$ cat src/rtl/ddr3_app_arbiter_if.sv
// Bundle of client-side and MIG app_* signals seen by ddr3_app_arbiter.
// slave = the arbiter's view, master = the surrounding system / bench view.
interface ddr3_app_arbiter_if #(
  parameter int ADDR_W = 29,
  parameter int DATA_W = 256
);
  logic                  calib_done;

  logic                  p0_req;
  logic                  p0_wr;
  logic [ADDR_W-1:0]     p0_addr;
  logic [DATA_W-1:0]     p0_wdata;
  logic                  p0_ack;
  logic                  p0_rd_valid;

  logic                  p1_req;
  logic                  p1_wr;
  logic [ADDR_W-1:0]     p1_addr;
  logic [DATA_W-1:0]     p1_wdata;
  logic                  p1_ack;
  logic                  p1_rd_valid;

  logic [DATA_W-1:0]     rd_data;

  logic                  app_en;
  logic [2:0]            app_cmd;
  logic [ADDR_W-1:0]     app_addr;
  logic                  app_wdf_wren;
  logic [DATA_W-1:0]     app_wdf_data;
  logic                  app_wdf_end;
  logic [DATA_W/8-1:0]   app_wdf_mask;
  logic                  app_rdy;
  logic                  app_wdf_rdy;
  logic                  app_rd_data_valid;
  logic [DATA_W-1:0]     app_rd_data;

  logic                  busy;
  logic                  err_unexp_rd;

  modport slave (
    input  calib_done,
    input  p0_req, p0_wr, p0_addr, p0_wdata,
    output p0_ack, p0_rd_valid,
    input  p1_req, p1_wr, p1_addr, p1_wdata,
    output p1_ack, p1_rd_valid,
    output rd_data,
    output app_en, app_cmd, app_addr, app_wdf_wren, app_wdf_data, app_wdf_end, app_wdf_mask,
    input  app_rdy, app_wdf_rdy, app_rd_data_valid, app_rd_data,
    output busy, err_unexp_rd
  );

  modport master (
    output calib_done,
    output p0_req, p0_wr, p0_addr, p0_wdata,
    input  p0_ack, p0_rd_valid,
    output p1_req, p1_wr, p1_addr, p1_wdata,
    input  p1_ack, p1_rd_valid,
    input  rd_data,
    input  app_en, app_cmd, app_addr, app_wdf_wren, app_wdf_data, app_wdf_end, app_wdf_mask,
    output app_rdy, app_wdf_rdy, app_rd_data_valid, app_rd_data,
    input  busy, err_unexp_rd
  );
endinterface

$ cat src/rtl/ddr3_app_arbiter.sv
// Two-client round-robin arbiter in front of the MIG 7-series app_* port.
// Serialises single-beat commands, sequences app_en / app_wdf_wren independently,
// and routes read returns back to the issuing client through an in-order tag FIFO.
module ddr3_app_arbiter #(
  parameter int ADDR_W    = 29,
  parameter int DATA_W    = 256,
  parameter int TAG_DEPTH = 8
) (
  input  logic              ui_clk,
  input  logic              rstn,
  ddr3_app_arbiter_if.slave bus
);
  localparam int PTR_W = (TAG_DEPTH > 1) ? $clog2(TAG_DEPTH) : 1;
  localparam int CNT_W = PTR_W + 1;
  localparam logic [2:0]       CMD_WR   = 3'b000;
  localparam logic [2:0]       CMD_RD   = 3'b001;
  localparam logic [CNT_W-1:0] TAG_FULL = CNT_W'(TAG_DEPTH);

  typedef enum logic {S_IDLE, S_ISSUE} state_t;

  state_t              r_state, w_state_nxt;

  logic                r_rr, w_rr_nxt;           // id of the client granted last
  logic                r_gnt_id, w_gnt_id_nxt;   // client owning the command in flight
  logic                r_cmd_done, w_cmd_done_nxt;
  logic                r_wdf_done, w_wdf_done_nxt;

  logic                r_app_en, w_app_en_nxt;
  logic [2:0]          r_app_cmd, w_app_cmd_nxt;
  logic [ADDR_W-1:0]   r_app_addr, w_app_addr_nxt;
  logic                r_app_wdf_wren, w_app_wdf_wren_nxt;
  logic [DATA_W-1:0]   r_app_wdf_data, w_app_wdf_data_nxt;

  logic                r_p0_ack, w_p0_ack_nxt;
  logic                r_p1_ack, w_p1_ack_nxt;
  logic                r_p0_rd_valid, w_p0_rd_valid_nxt;
  logic                r_p1_rd_valid, w_p1_rd_valid_nxt;
  logic [DATA_W-1:0]   r_rd_data, w_rd_data_nxt;
  logic                r_busy, w_busy_nxt;
  logic                r_err_unexp_rd, w_err_nxt;

  logic                r_tag_mem [TAG_DEPTH];
  logic [PTR_W-1:0]    r_wptr, r_rptr;
  logic [CNT_W-1:0]    r_count, w_count_nxt;

  logic                w_elig0, w_elig1;
  logic                w_grant, w_grant_id;
  logic                w_sel_wr;
  logic [ADDR_W-1:0]   w_sel_addr;
  logic [DATA_W-1:0]   w_sel_wdata;
  logic                w_cmd_acc, w_wdf_acc, w_issue_done;
  logic                w_push, w_pop, w_unexp, w_pop_tag;

  // A client is eligible only in IDLE-time arbitration; reads also need a free tag slot.
  assign w_elig0 = bus.p0_req & ~r_p0_ack & bus.calib_done & (bus.p0_wr | (r_count < TAG_FULL));
  assign w_elig1 = bus.p1_req & ~r_p1_ack & bus.calib_done & (bus.p1_wr | (r_count < TAG_FULL));
  assign w_grant    = (r_state == S_IDLE) & (w_elig0 | w_elig1);
  assign w_grant_id = (w_elig0 & w_elig1) ? ~r_rr : w_elig1;

  assign w_sel_wr    = w_grant_id ? bus.p1_wr    : bus.p0_wr;
  assign w_sel_addr  = w_grant_id ? bus.p1_addr  : bus.p0_addr;
  assign w_sel_wdata = w_grant_id ? bus.p1_wdata : bus.p0_wdata;

  // Command and write data are accepted independently; a read starts with wdf already done.
  assign w_cmd_acc    = (r_state == S_ISSUE) & r_app_en & bus.app_rdy;
  assign w_wdf_acc    = (r_state == S_ISSUE) & r_app_wdf_wren & bus.app_wdf_rdy;
  assign w_issue_done = (r_state == S_ISSUE) & (r_cmd_done | w_cmd_acc) & (r_wdf_done | w_wdf_acc);

  assign w_push    = w_cmd_acc & (r_app_cmd == CMD_RD);
  assign w_pop     = bus.app_rd_data_valid & (r_count != '0);
  assign w_unexp   = bus.app_rd_data_valid & (r_count == '0);
  assign w_pop_tag = r_tag_mem[r_rptr];
  assign w_count_nxt = r_count + CNT_W'(w_push) - CNT_W'(w_pop);

  // State register
  always_ff @(posedge ui_clk) begin
    if (!rstn) r_state <= S_IDLE;
    else       r_state <= w_state_nxt;
  end

  // Next state: leave IDLE on a grant, return once both halves of the command are accepted
  always_comb begin
    w_state_nxt = r_state;
    case (r_state)
      S_IDLE:  if (w_grant)      w_state_nxt = S_ISSUE;
      S_ISSUE: if (w_issue_done) w_state_nxt = S_IDLE;
      default:                   w_state_nxt = S_IDLE;
    endcase
  end

  // Next values of every registered output and handshake flag
  always_comb begin
    w_rr_nxt           = r_rr;
    w_gnt_id_nxt       = r_gnt_id;
    w_cmd_done_nxt     = r_cmd_done;
    w_wdf_done_nxt     = r_wdf_done;
    w_app_en_nxt       = r_app_en;
    w_app_cmd_nxt      = r_app_cmd;
    w_app_addr_nxt     = r_app_addr;
    w_app_wdf_wren_nxt = r_app_wdf_wren;
    w_app_wdf_data_nxt = r_app_wdf_data;
    w_p0_ack_nxt       = 1'b0;
    w_p1_ack_nxt       = 1'b0;
    w_p0_rd_valid_nxt  = 1'b0;
    w_p1_rd_valid_nxt  = 1'b0;
    w_rd_data_nxt      = r_rd_data;
    w_err_nxt          = r_err_unexp_rd | w_unexp;

    if (w_grant) begin
      w_rr_nxt           = w_grant_id;
      w_gnt_id_nxt       = w_grant_id;
      w_cmd_done_nxt     = 1'b0;
      w_wdf_done_nxt     = ~w_sel_wr;
      w_app_en_nxt       = 1'b1;
      w_app_cmd_nxt      = w_sel_wr ? CMD_WR : CMD_RD;
      w_app_addr_nxt     = w_sel_addr;
      w_app_wdf_wren_nxt = w_sel_wr;
      w_app_wdf_data_nxt = w_sel_wdata;
    end

    if (w_cmd_acc) begin
      w_app_en_nxt   = 1'b0;
      w_cmd_done_nxt = 1'b1;
    end
    if (w_wdf_acc) begin
      w_app_wdf_wren_nxt = 1'b0;
      w_wdf_done_nxt     = 1'b1;
    end
    if (w_issue_done) begin
      w_p0_ack_nxt = ~r_gnt_id;
      w_p1_ack_nxt = r_gnt_id;
    end

    if (w_pop) begin
      w_rd_data_nxt     = bus.app_rd_data;
      w_p0_rd_valid_nxt = ~w_pop_tag;
      w_p1_rd_valid_nxt = w_pop_tag;
    end

    w_busy_nxt = (w_state_nxt != S_IDLE) | (w_count_nxt != '0);
  end

  // Output and handshake registers
  always_ff @(posedge ui_clk) begin
    if (!rstn) begin
      r_rr           <= 1'b1;
      r_gnt_id       <= 1'b0;
      r_cmd_done     <= 1'b0;
      r_wdf_done     <= 1'b0;
      r_app_en       <= 1'b0;
      r_app_cmd      <= '0;
      r_app_addr     <= '0;
      r_app_wdf_wren <= 1'b0;
      r_app_wdf_data <= '0;
      r_p0_ack       <= 1'b0;
      r_p1_ack       <= 1'b0;
      r_p0_rd_valid  <= 1'b0;
      r_p1_rd_valid  <= 1'b0;
      r_rd_data      <= '0;
      r_busy         <= 1'b0;
      r_err_unexp_rd <= 1'b0;
    end else begin
      r_rr           <= w_rr_nxt;
      r_gnt_id       <= w_gnt_id_nxt;
      r_cmd_done     <= w_cmd_done_nxt;
      r_wdf_done     <= w_wdf_done_nxt;
      r_app_en       <= w_app_en_nxt;
      r_app_cmd      <= w_app_cmd_nxt;
      r_app_addr     <= w_app_addr_nxt;
      r_app_wdf_wren <= w_app_wdf_wren_nxt;
      r_app_wdf_data <= w_app_wdf_data_nxt;
      r_p0_ack       <= w_p0_ack_nxt;
      r_p1_ack       <= w_p1_ack_nxt;
      r_p0_rd_valid  <= w_p0_rd_valid_nxt;
      r_p1_rd_valid  <= w_p1_rd_valid_nxt;
      r_rd_data      <= w_rd_data_nxt;
      r_busy         <= w_busy_nxt;
      r_err_unexp_rd <= w_err_nxt;
    end
  end

  // Tag FIFO pointers and occupancy; reset discards any outstanding tags
  always_ff @(posedge ui_clk) begin
    if (!rstn) begin
      r_wptr  <= '0;
      r_rptr  <= '0;
      r_count <= '0;
    end else begin
      if (w_push) r_wptr <= r_wptr + PTR_W'(1);
      if (w_pop)  r_rptr <= r_rptr + PTR_W'(1);
      r_count <= w_count_nxt;
    end
  end

  // Tag FIFO storage (granted client id per outstanding read)
  always_ff @(posedge ui_clk) begin
    if (w_push) r_tag_mem[r_wptr] <= r_gnt_id;
  end

  assign bus.app_en       = r_app_en;
  assign bus.app_cmd      = r_app_cmd;
  assign bus.app_addr     = r_app_addr;
  assign bus.app_wdf_wren = r_app_wdf_wren;
  assign bus.app_wdf_data = r_app_wdf_data;
  assign bus.app_wdf_end  = 1'b1;
  assign bus.app_wdf_mask = '0;
  assign bus.p0_ack       = r_p0_ack;
  assign bus.p1_ack       = r_p1_ack;
  assign bus.p0_rd_valid  = r_p0_rd_valid;
  assign bus.p1_rd_valid  = r_p1_rd_valid;
  assign bus.rd_data      = r_rd_data;
  assign bus.busy         = r_busy;
  assign bus.err_unexp_rd = r_err_unexp_rd;
endmodule

$ cat src/flat_wrapper.sv
// flat-port wrapper written by rule: the top's interface ports become plain ports
module ddr3_app_arbiter_flat 
#(
  parameter int ADDR_W    = 29,
  parameter int DATA_W    = 256,
  parameter int TAG_DEPTH = 8
)
  (ui_clk, rstn, bus_calib_done, bus_p0_req, bus_p0_wr, bus_p0_addr, bus_p0_wdata, bus_p0_ack, bus_p0_rd_valid, bus_p1_req, bus_p1_wr, bus_p1_addr, bus_p1_wdata, bus_p1_ack, bus_p1_rd_valid, bus_rd_data, bus_app_en, bus_app_cmd, bus_app_addr, bus_app_wdf_wren, bus_app_wdf_data, bus_app_wdf_end, bus_app_wdf_mask, bus_app_rdy, bus_app_wdf_rdy, bus_app_rd_data_valid, bus_app_rd_data, bus_busy, bus_err_unexp_rd);
  ddr3_app_arbiter_if #(.ADDR_W(ADDR_W), .DATA_W(DATA_W)) bus_i ();
  input  logic ui_clk;
  input  logic rstn;
  input wire logic [$bits(bus_i.calib_done)-1:0] bus_calib_done;
  input wire logic [$bits(bus_i.p0_req)-1:0] bus_p0_req;
  input wire logic [$bits(bus_i.p0_wr)-1:0] bus_p0_wr;
  input wire logic [$bits(bus_i.p0_addr)-1:0] bus_p0_addr;
  input wire logic [$bits(bus_i.p0_wdata)-1:0] bus_p0_wdata;
  output wire logic [$bits(bus_i.p0_ack)-1:0] bus_p0_ack;
  output wire logic [$bits(bus_i.p0_rd_valid)-1:0] bus_p0_rd_valid;
  input wire logic [$bits(bus_i.p1_req)-1:0] bus_p1_req;
  input wire logic [$bits(bus_i.p1_wr)-1:0] bus_p1_wr;
  input wire logic [$bits(bus_i.p1_addr)-1:0] bus_p1_addr;
  input wire logic [$bits(bus_i.p1_wdata)-1:0] bus_p1_wdata;
  output wire logic [$bits(bus_i.p1_ack)-1:0] bus_p1_ack;
  output wire logic [$bits(bus_i.p1_rd_valid)-1:0] bus_p1_rd_valid;
  output wire logic [$bits(bus_i.rd_data)-1:0] bus_rd_data;
  output wire logic [$bits(bus_i.app_en)-1:0] bus_app_en;
  output wire logic [$bits(bus_i.app_cmd)-1:0] bus_app_cmd;
  output wire logic [$bits(bus_i.app_addr)-1:0] bus_app_addr;
  output wire logic [$bits(bus_i.app_wdf_wren)-1:0] bus_app_wdf_wren;
  output wire logic [$bits(bus_i.app_wdf_data)-1:0] bus_app_wdf_data;
  output wire logic [$bits(bus_i.app_wdf_end)-1:0] bus_app_wdf_end;
  output wire logic [$bits(bus_i.app_wdf_mask)-1:0] bus_app_wdf_mask;
  input wire logic [$bits(bus_i.app_rdy)-1:0] bus_app_rdy;
  input wire logic [$bits(bus_i.app_wdf_rdy)-1:0] bus_app_wdf_rdy;
  input wire logic [$bits(bus_i.app_rd_data_valid)-1:0] bus_app_rd_data_valid;
  input wire logic [$bits(bus_i.app_rd_data)-1:0] bus_app_rd_data;
  output wire logic [$bits(bus_i.busy)-1:0] bus_busy;
  output wire logic [$bits(bus_i.err_unexp_rd)-1:0] bus_err_unexp_rd;
  assign bus_i.calib_done = bus_calib_done;
  assign bus_i.p0_req = bus_p0_req;
  assign bus_i.p0_wr = bus_p0_wr;
  assign bus_i.p0_addr = bus_p0_addr;
  assign bus_i.p0_wdata = bus_p0_wdata;
  assign bus_p0_ack = bus_i.p0_ack;
  assign bus_p0_rd_valid = bus_i.p0_rd_valid;
  assign bus_i.p1_req = bus_p1_req;
  assign bus_i.p1_wr = bus_p1_wr;
  assign bus_i.p1_addr = bus_p1_addr;
  assign bus_i.p1_wdata = bus_p1_wdata;
  assign bus_p1_ack = bus_i.p1_ack;
  assign bus_p1_rd_valid = bus_i.p1_rd_valid;
  assign bus_rd_data = bus_i.rd_data;
  assign bus_app_en = bus_i.app_en;
  assign bus_app_cmd = bus_i.app_cmd;
  assign bus_app_addr = bus_i.app_addr;
  assign bus_app_wdf_wren = bus_i.app_wdf_wren;
  assign bus_app_wdf_data = bus_i.app_wdf_data;
  assign bus_app_wdf_end = bus_i.app_wdf_end;
  assign bus_app_wdf_mask = bus_i.app_wdf_mask;
  assign bus_i.app_rdy = bus_app_rdy;
  assign bus_i.app_wdf_rdy = bus_app_wdf_rdy;
  assign bus_i.app_rd_data_valid = bus_app_rd_data_valid;
  assign bus_i.app_rd_data = bus_app_rd_data;
  assign bus_busy = bus_i.busy;
  assign bus_err_unexp_rd = bus_i.err_unexp_rd;
  ddr3_app_arbiter #(.ADDR_W(ADDR_W), .DATA_W(DATA_W), .TAG_DEPTH(TAG_DEPTH)) u_core (.ui_clk(ui_clk), .rstn(rstn), .bus(bus_i));
endmodule
$ cat config.mk
export PLATFORM = sky130hd
export DESIGN_NAME = ddr3_app_arbiter_flat
export DESIGN_NICKNAME = d
export VERILOG_FILES = /design/src/rtl/ddr3_app_arbiter_if.sv /design/src/rtl/ddr3_app_arbiter.sv /design/src/flat_wrapper.sv
export SDC_FILE = /design/constraint.sdc
export NUM_CORES = 1
export LEC_CHECK = 0
export BUFFER_PORTS_ARGS = -buffer_cell sky130_fd_sc_hd__buf_4
export CAP_MARGIN = 20
export CORE_AREA = 2 2 553 555
export DETAILED_ROUTE_END_ITERATION = 12
export DIE_AREA = 0 0 555 557
export GPL_TIMING_DRIVEN = 0
export PLACE_DENSITY = 0.3
export SLEW_MARGIN = 20
export SYNTH_ARGS = -nofsm -noshare
export SYNTH_HDL_FRONTEND = slang
export SYNTH_SLANG_ARGS = --single-unit
$ cat constraint.sdc
create_clock -name ui_clk -period 4.6 [get_ports ui_clk]
set_input_delay 0.23 -clock ui_clk [delete_from_list [all_inputs] [get_ports ui_clk]]
set_output_delay 0.23 -clock ui_clk [all_outputs]
set_load 0.005 [all_outputs]
==> results of run 1 <==
-- state kept, by name (all words and copies together) (netlist names), 3 cells and up, named ones only --
name                     count
u_core.bus.app_addr         29
u_core.bus.app_wdf_data    256
u_core.bus.rd_data         256
u_core.r_count               4
u_core.r_rptr                3
u_core.r_tag_mem             8
u_core.r_wptr                3
-- cell families after synthesis --
| logic type | count (synthesis) | synth area share [%] |
|---|---|---|
| other cells | 2 | 0.0325 |
| buf+inv | 323 | 6.47 |
| xor+xnor | 5 | 0.190 |
| flops | 576 | 50.2 |
| compound gates | 853 | 23.4 |
| fa+ha+maj | 8 | 0.466 |
| simple gates | 1142 | 19.0 |
| mux | 3 | 0.238 |
-- layout by cell type (no fill, tap or decap), types with 9 or more instances in the layout --
| cell type | netlist | layout |
|---|---|---|
| buf_4 | 37 | 1421 |
| nand2_1 | 1094 | 1094 |
| dlygate4sd3_1 | 0 | 831 |
| dfxtp_1 | 568 | 568 |
| o31ai_1 | 285 | 285 |
| a31oi_1 | 285 | 285 |
| a21oi_1 | 266 | 266 |
| clkbuf_1 | 151 | 156 |
| buf_2 | 114 | 114 |
| clkbuf_16 | 0 | 91 |
| diode_2 | 0 | 44 |
| conb_1 | 2 | 35 |
| clkbuf_8 | 0 | 18 |
| nor2_1 | 18 | 17 |
| clkbuf_2 | 0 | 13 |
| inv_1 | 12 | 12 |
| clkinv_2 | 0 | 9 |
-- routing by layer --
layer | global-route usage [%] | wire [um] | vias up
li1 | - | - | 14800
met1 | 16.3 | 91700 | 15300
met2 | 27.5 | 124000 | 1413
met3 | 5.37 | 21300 | 344
met4 | 5.72 | 9460 | 38
met5 | 0 | 224 | -
-- worst paths after layout --
check                             to  slack, ps                    start
min          u_core.bus.app_addr[17]         80          bus_p1_addr[17]
min reg2reg  u_core.bus.rd_data[223]        450  u_core.bus.rd_data[223]
max                  u_core.bus.busy        520        u_core.r_count[3]
max reg2reg          u_core.bus.busy        520        u_core.r_count[3]
-- stage by stage --
stage	instance area [sq um]	util, %	setup WS [ps]	hold slack, ps
5_1_grt	50200	16.5	223	54.9
4_1_cts	50100	16.5	463	105
3_5_place_dp	38900	12.8	447	450
6_report	50300	16.5	518	78.4
3_3_place_gp	38600	12.7	53.8	446
2_1_floorplan	23200	-	1350	366
-- critical path: cells and delay by family (launching register included) --
family                   cells  cell delay (ps)
AND/OR/NAND/NOR              3              870
adder cells (fa/ha/maj)      4             1150
flip-flops                   1              400
buffers and inverters        5             1210
AO/OA/AOI/OAI                1              240
XOR/XNOR                     1              150
-- area by class of cell --
type                            instances  area (sq um)
Clock buffer                          127          2590
Sequential cell                       576         11600
Fill cell                           34900        254000
Clock inverter                         27           374
Antenna cell                           44           110
Inverter                               13          48.8
Multi-Input combinational cell       2046         10200
Timing Repair Buffer                 2224         18900
Buffer                                310          1460
Tap cell                             3997          5000
-- repair_timing --
item,4_1_cts,5_1_grt
hold buffers,831,0
endpoints found under the hold margin,555,0
gates resized for setup,0,0
-- power by group through the flow --
stage	sequential, W	combinational, W	clock, W
4_1_cts	0.00657	0.00759	0.00754
3_5_place_dp	0.00665	0.00664	0
3_3_place_gp	0.00664	0.00661	0
2_1_floorplan	0.00649	0.00234	0
5_1_grt	0.00665	0.00799	0.00772
6_report	0.00657	0.00738	0.00722
==> results.yml, run 1 <==
global_routing:
  grt_overflow: 0
  grt.total_usage_pct: 15.3
  grt_pass1_wl_mm: 317
  first_global_vias: 33300
  grt_max_degree: 15
  antenna_found_initial: 112
critical_path:
  critPathRequiredTime_ps: 5310
  r2r_cells: 14
  critPathMaxFanout: 10
  worstSetupPathType: "register to register"
  max_stage_delay_ps: 720
  cp_cell_sequence: "inv_1, ha_1, or3b_2, nand2_1, inv_2, clkbuf_1, ha_1, inv_1, ha_1, inv_1, fa_1, xnor2_1, or3b_2, o31a_1"
  start_kind: "register"
  end_kind: "register"
  crit_path_top_delay_cell: "clkbuf_1"
  crit_arrival_ps: 4800
synthesis:
  netlist-cell-type-count: 43
  synth.area.top_cells: "dfxtp_1 (49%), nand2_1 (18%), o31ai_1 (9.3%)"
  syn_avg_cell_area_sq_um: 7.94
  yosysMostFrequentCell: "nand2_1"
  synth_top_area_share_pct: 49.2
  synth-seq-cells: 576
  synth_warnings: 0
  synthFlopType: "dfxtp_1"
  synth_area_sq_mm: 0.0231
  synth_edf_count: 8
  seq_area_frac_synth_pct: 50.2
  async_flop_share_pct: 0
  synthTopCellsByCount: "nand2_1 (1094), dfxtp_1 (568), a31oi_1 (285), o31ai_1 (285), a21oi_1 (266)"
  synth_top_cell_by_area: "dfxtp_1"
  synth_cells: 2912
power_and_ir_drop:
  p_switching_w: 0.00775
  power_density_mw_per_mm2: 421
  clockPowerShare_pct: 34.1
  power_frac_comb_pct: 34.9
  p_total_w: 0.0212
  power_frac_seq_pct: 31.0
  sw_frac_of_total_pct: 36.6
  power.leakage_nw: 22.0
  peakVddDrop_mv: 0.248
  p_int_w: 0.0134
sta:
  fmax_mhz: 245
  finalCritPeriodShare_pct: 88.7
  setup_tns_ps: 0
  setup_viol: 0
  tightestPinTransition_ps: 1090
  hold_viol: 0
  slew_headroom_pct: 27.3
  finalClockSkew_ps: 53.5
  rsz0062_at_grt: "false"
  fin_crit_ps: 4080
  slew_viol_final: 0
route:
  firstDrtPassIters: 6
  drc: 0
  vias: 31900
  vias_per_cell: 3.41
  drt-wirelength-per-cell_um: 26.3
  routed_wl_mm: 247
  initialDrtViolationCount: 1673
  postRouteAntennaNets: 0
floorplanning:
  dieArea_sq_mm: 0.309
  fp.dieW_um: 555
  num_rows: 203
  core_sq_mm: 0.304
  initial_core_util_pct: 7.60
  die_y_um: 557
  ioPinCount: 1421
cts:
  htreeDepth: 3
  cts_buffer_depth: 4
  cts_buffers: 91
  worstSkewPairLatency_ps: 820
  cts_setup_buffers: 0
  cts_num_sinks: 576
  root_buffer: "clkbuf_16"
  clkSlewWorstSetupHoldPaths_ps: 60
  cts_tree: "done"
run:
  max_cap_violations: 0
finish:
  num-nets-final: 6106
  drive_gt1_share_pct: 32.0
  instances_no_fill: 9364
  syn_to_final_growth_pct: 118
hold_path:
  whs_path_depth: 3
  min_path_type: "primary input to register"
place:
  dp.cells: 8335
  hpwl_mm: 210
  globalplace.congestion: 0.873
  io_buffers: 1384
outcome:
  outcome: "complete, no violations"
Note: power is estimated with default switching activity, not from simulation.
==> inputs of run 2 (changes only) <==
- CORE_AREA: 2 2 553 555 -> 10 10 545 547
==> results.yml, run 2 (same netlist as run 1, synthesis figures left out) <==
finish:
  layout_common_cells: "buf_4 (1421), nand2_1 (1094), dlygate4sd3_1 (828)"
  syn_to_final_growth_pct: 116
  num-nets-final: 6104
  fillers: 32800
  fin_area_sq_mm: 0.0498
  final_common_cell: "buf_4"
  register_area_sq_mm: 0.0116
  drive_gt1_share_pct: 32.1
  instances_no_fill: 9156
  multiInputGateArea_sq_mm: 0.0102
floorplanning:
  die_y_um: 557
  num_rows: 197
  fp.dieW_um: 555
  ioPinCount: 1421
  initial_core_util_pct: 8.07
  core_sq_mm: 0.286
  dieArea_sq_mm: 0.309
route:
  drt-wirelength-per-cell_um: 28.2
  routed_wl_mm: 258
  vias_per_cell: 3.50
  vias: 32100
  postRouteAntennaNets: 0
  drc: 0
  initialDrtViolationCount: 2064
  firstDrtPassIters: 5
critical_path:
  worstSetupPathType: "register to register"
  crit_path_top_delay_cell: "clkbuf_1"
  critPathRequiredTime_ps: 5260
  start_kind: "register"
  crit_arrival_ps: 4790
  rrSetupSlack_ps: 470
  max_stage_delay_ps: 680
  cp_cell_sequence: "inv_1, ha_1, or3b_2, nand2_1, inv_2, clkbuf_1, ha_1, inv_1, ha_1, inv_1, fa_1, xnor2_1, or3b_2, o31a_1"
  critPathMaxFanout: 10
  end_kind: "register"
cts:
  cts_buffer_depth: 4
  cts_num_sinks: 576
  post_cts_resized: 0
  htreeDepth: 3
  root_buffer: "clkbuf_16"
  cts_buffers: 89
  cts_tree: "done"
  cts_setup_buffers: 0
  clkSlewWorstSetupHoldPaths_ps: 60
  worstSkewPairLatency_ps: 780
place:
  hpwl_mm: 223
  io_buffers: 1384
  globalplace.congestion: 0.878
  dp.cells: 8122
  post_dp_cell_area_sq_mm: 0.0386
sta:
  rsz0062_at_grt: "false"
  setup_tns_ps: 0
  finalCritPeriodShare_pct: 89.8
  hold_viol: 0
  slew_headroom_pct: 24.2
  slew_viol_final: 0
  setup_viol: 0
  fin_crit_ps: 4130
  fmax_mhz: 242
  tightestPinTransition_ps: 1140
  finalClockSkew_ps: 46.6
global_routing:
  antenna_found_initial: 127
  grt_overflow: 0
  grt_pass1_wl_mm: 332
  grt_max_degree: 14
  grt.total_usage_pct: 15.8
  first_global_vias: 33700
power_and_ir_drop:
  power.leakage_nw: 21.9
  p_total_w: 0.0211
  power_density_mw_per_mm2: 423
  peakVddDrop_mv: 0.259
hold_path:
  min_path_type: "primary input to register"
run:
  max_cap_violations: 0
outcome:
  outcome: "complete, no violations"
run 2: cell count changes in the layout (fill, tap and decap cells not counted), moves of 4 or more:
cell / previous run / this run
diode_2: 44 / 49
clkinv_2: 9 / 15
clkinvlp_4: 3 / 7
bufinv_16: 7 / 2
buf_16: 4 / 0
inv_6: 4 / 0
buf_8: 2 / 6
run 2: critical path, delay by kind of cell (launching register included):
family                     cells  cell delay [ps]
and+or+nand+nor                3              890
xor gates and xnor gates       1              150
AOI/OAI and AO/OA              1              280
buffers and inverters          5             1150
DFF                            1              400
adders and majority gates      4             1120
run 2: what timing repair did:
| action | in CTS | in global routing |
|---|---|---|
| setup endpoints to repair | 0 | 0 |
| hold buffers | 828 | 0 |
| endpoints found under the hold margin | 555 | 0 |
run 2: per-stage QoR:
step                hold WS, ps  worst slack, ps  utilization (%)
global placement            445             -242             13.4
CTS                        5.77              479             17.4
floorplan                   366             1350                -
detailed placement          448              504             13.5
finish                     66.8              468             17.4
global route               52.1              201             17.4
run 2: area by class of cell:
cell class	instances	area share [%]
Timing Repair Buffer	2224	37.9
Sequential cell	576	23.3
Antenna cell	49	0.246
Tap cell	3781	9.49
Multi-Input combinational cell	2046	20.4
Buffer	310	2.93
Clock buffer	129	5.23
Inverter	13	0.0979
Clock inverter	28	0.484
run 2: final timing paths:
kind                            from                      end  cells after the start
max reg2reg        u_core.r_count[3]          u_core.bus.busy                     14
min reg2reg  u_core.bus.rd_data[167]  u_core.bus.rd_data[167]                      2
min                  bus_p1_addr[22]  u_core.bus.app_addr[22]                      3
max                u_core.r_count[3]          u_core.bus.busy                     14
run 2: per-layer routing:
layer  GRT usage (%)  wire, um  up-vias
met3            6.63     27000      331
met4            4.29      8170       60
met1            17.7     99100    15300
li1                -         -    14800
met5               0       392        -
met2            27.4    124000     1572
run 2: where the power goes:
group,internal (W),switching (W),total (W)
sequential,0.00590,0.000663,0.00656
combinational,0.00322,0.00432,0.00754
clock,0.00404,0.00294,0.00697
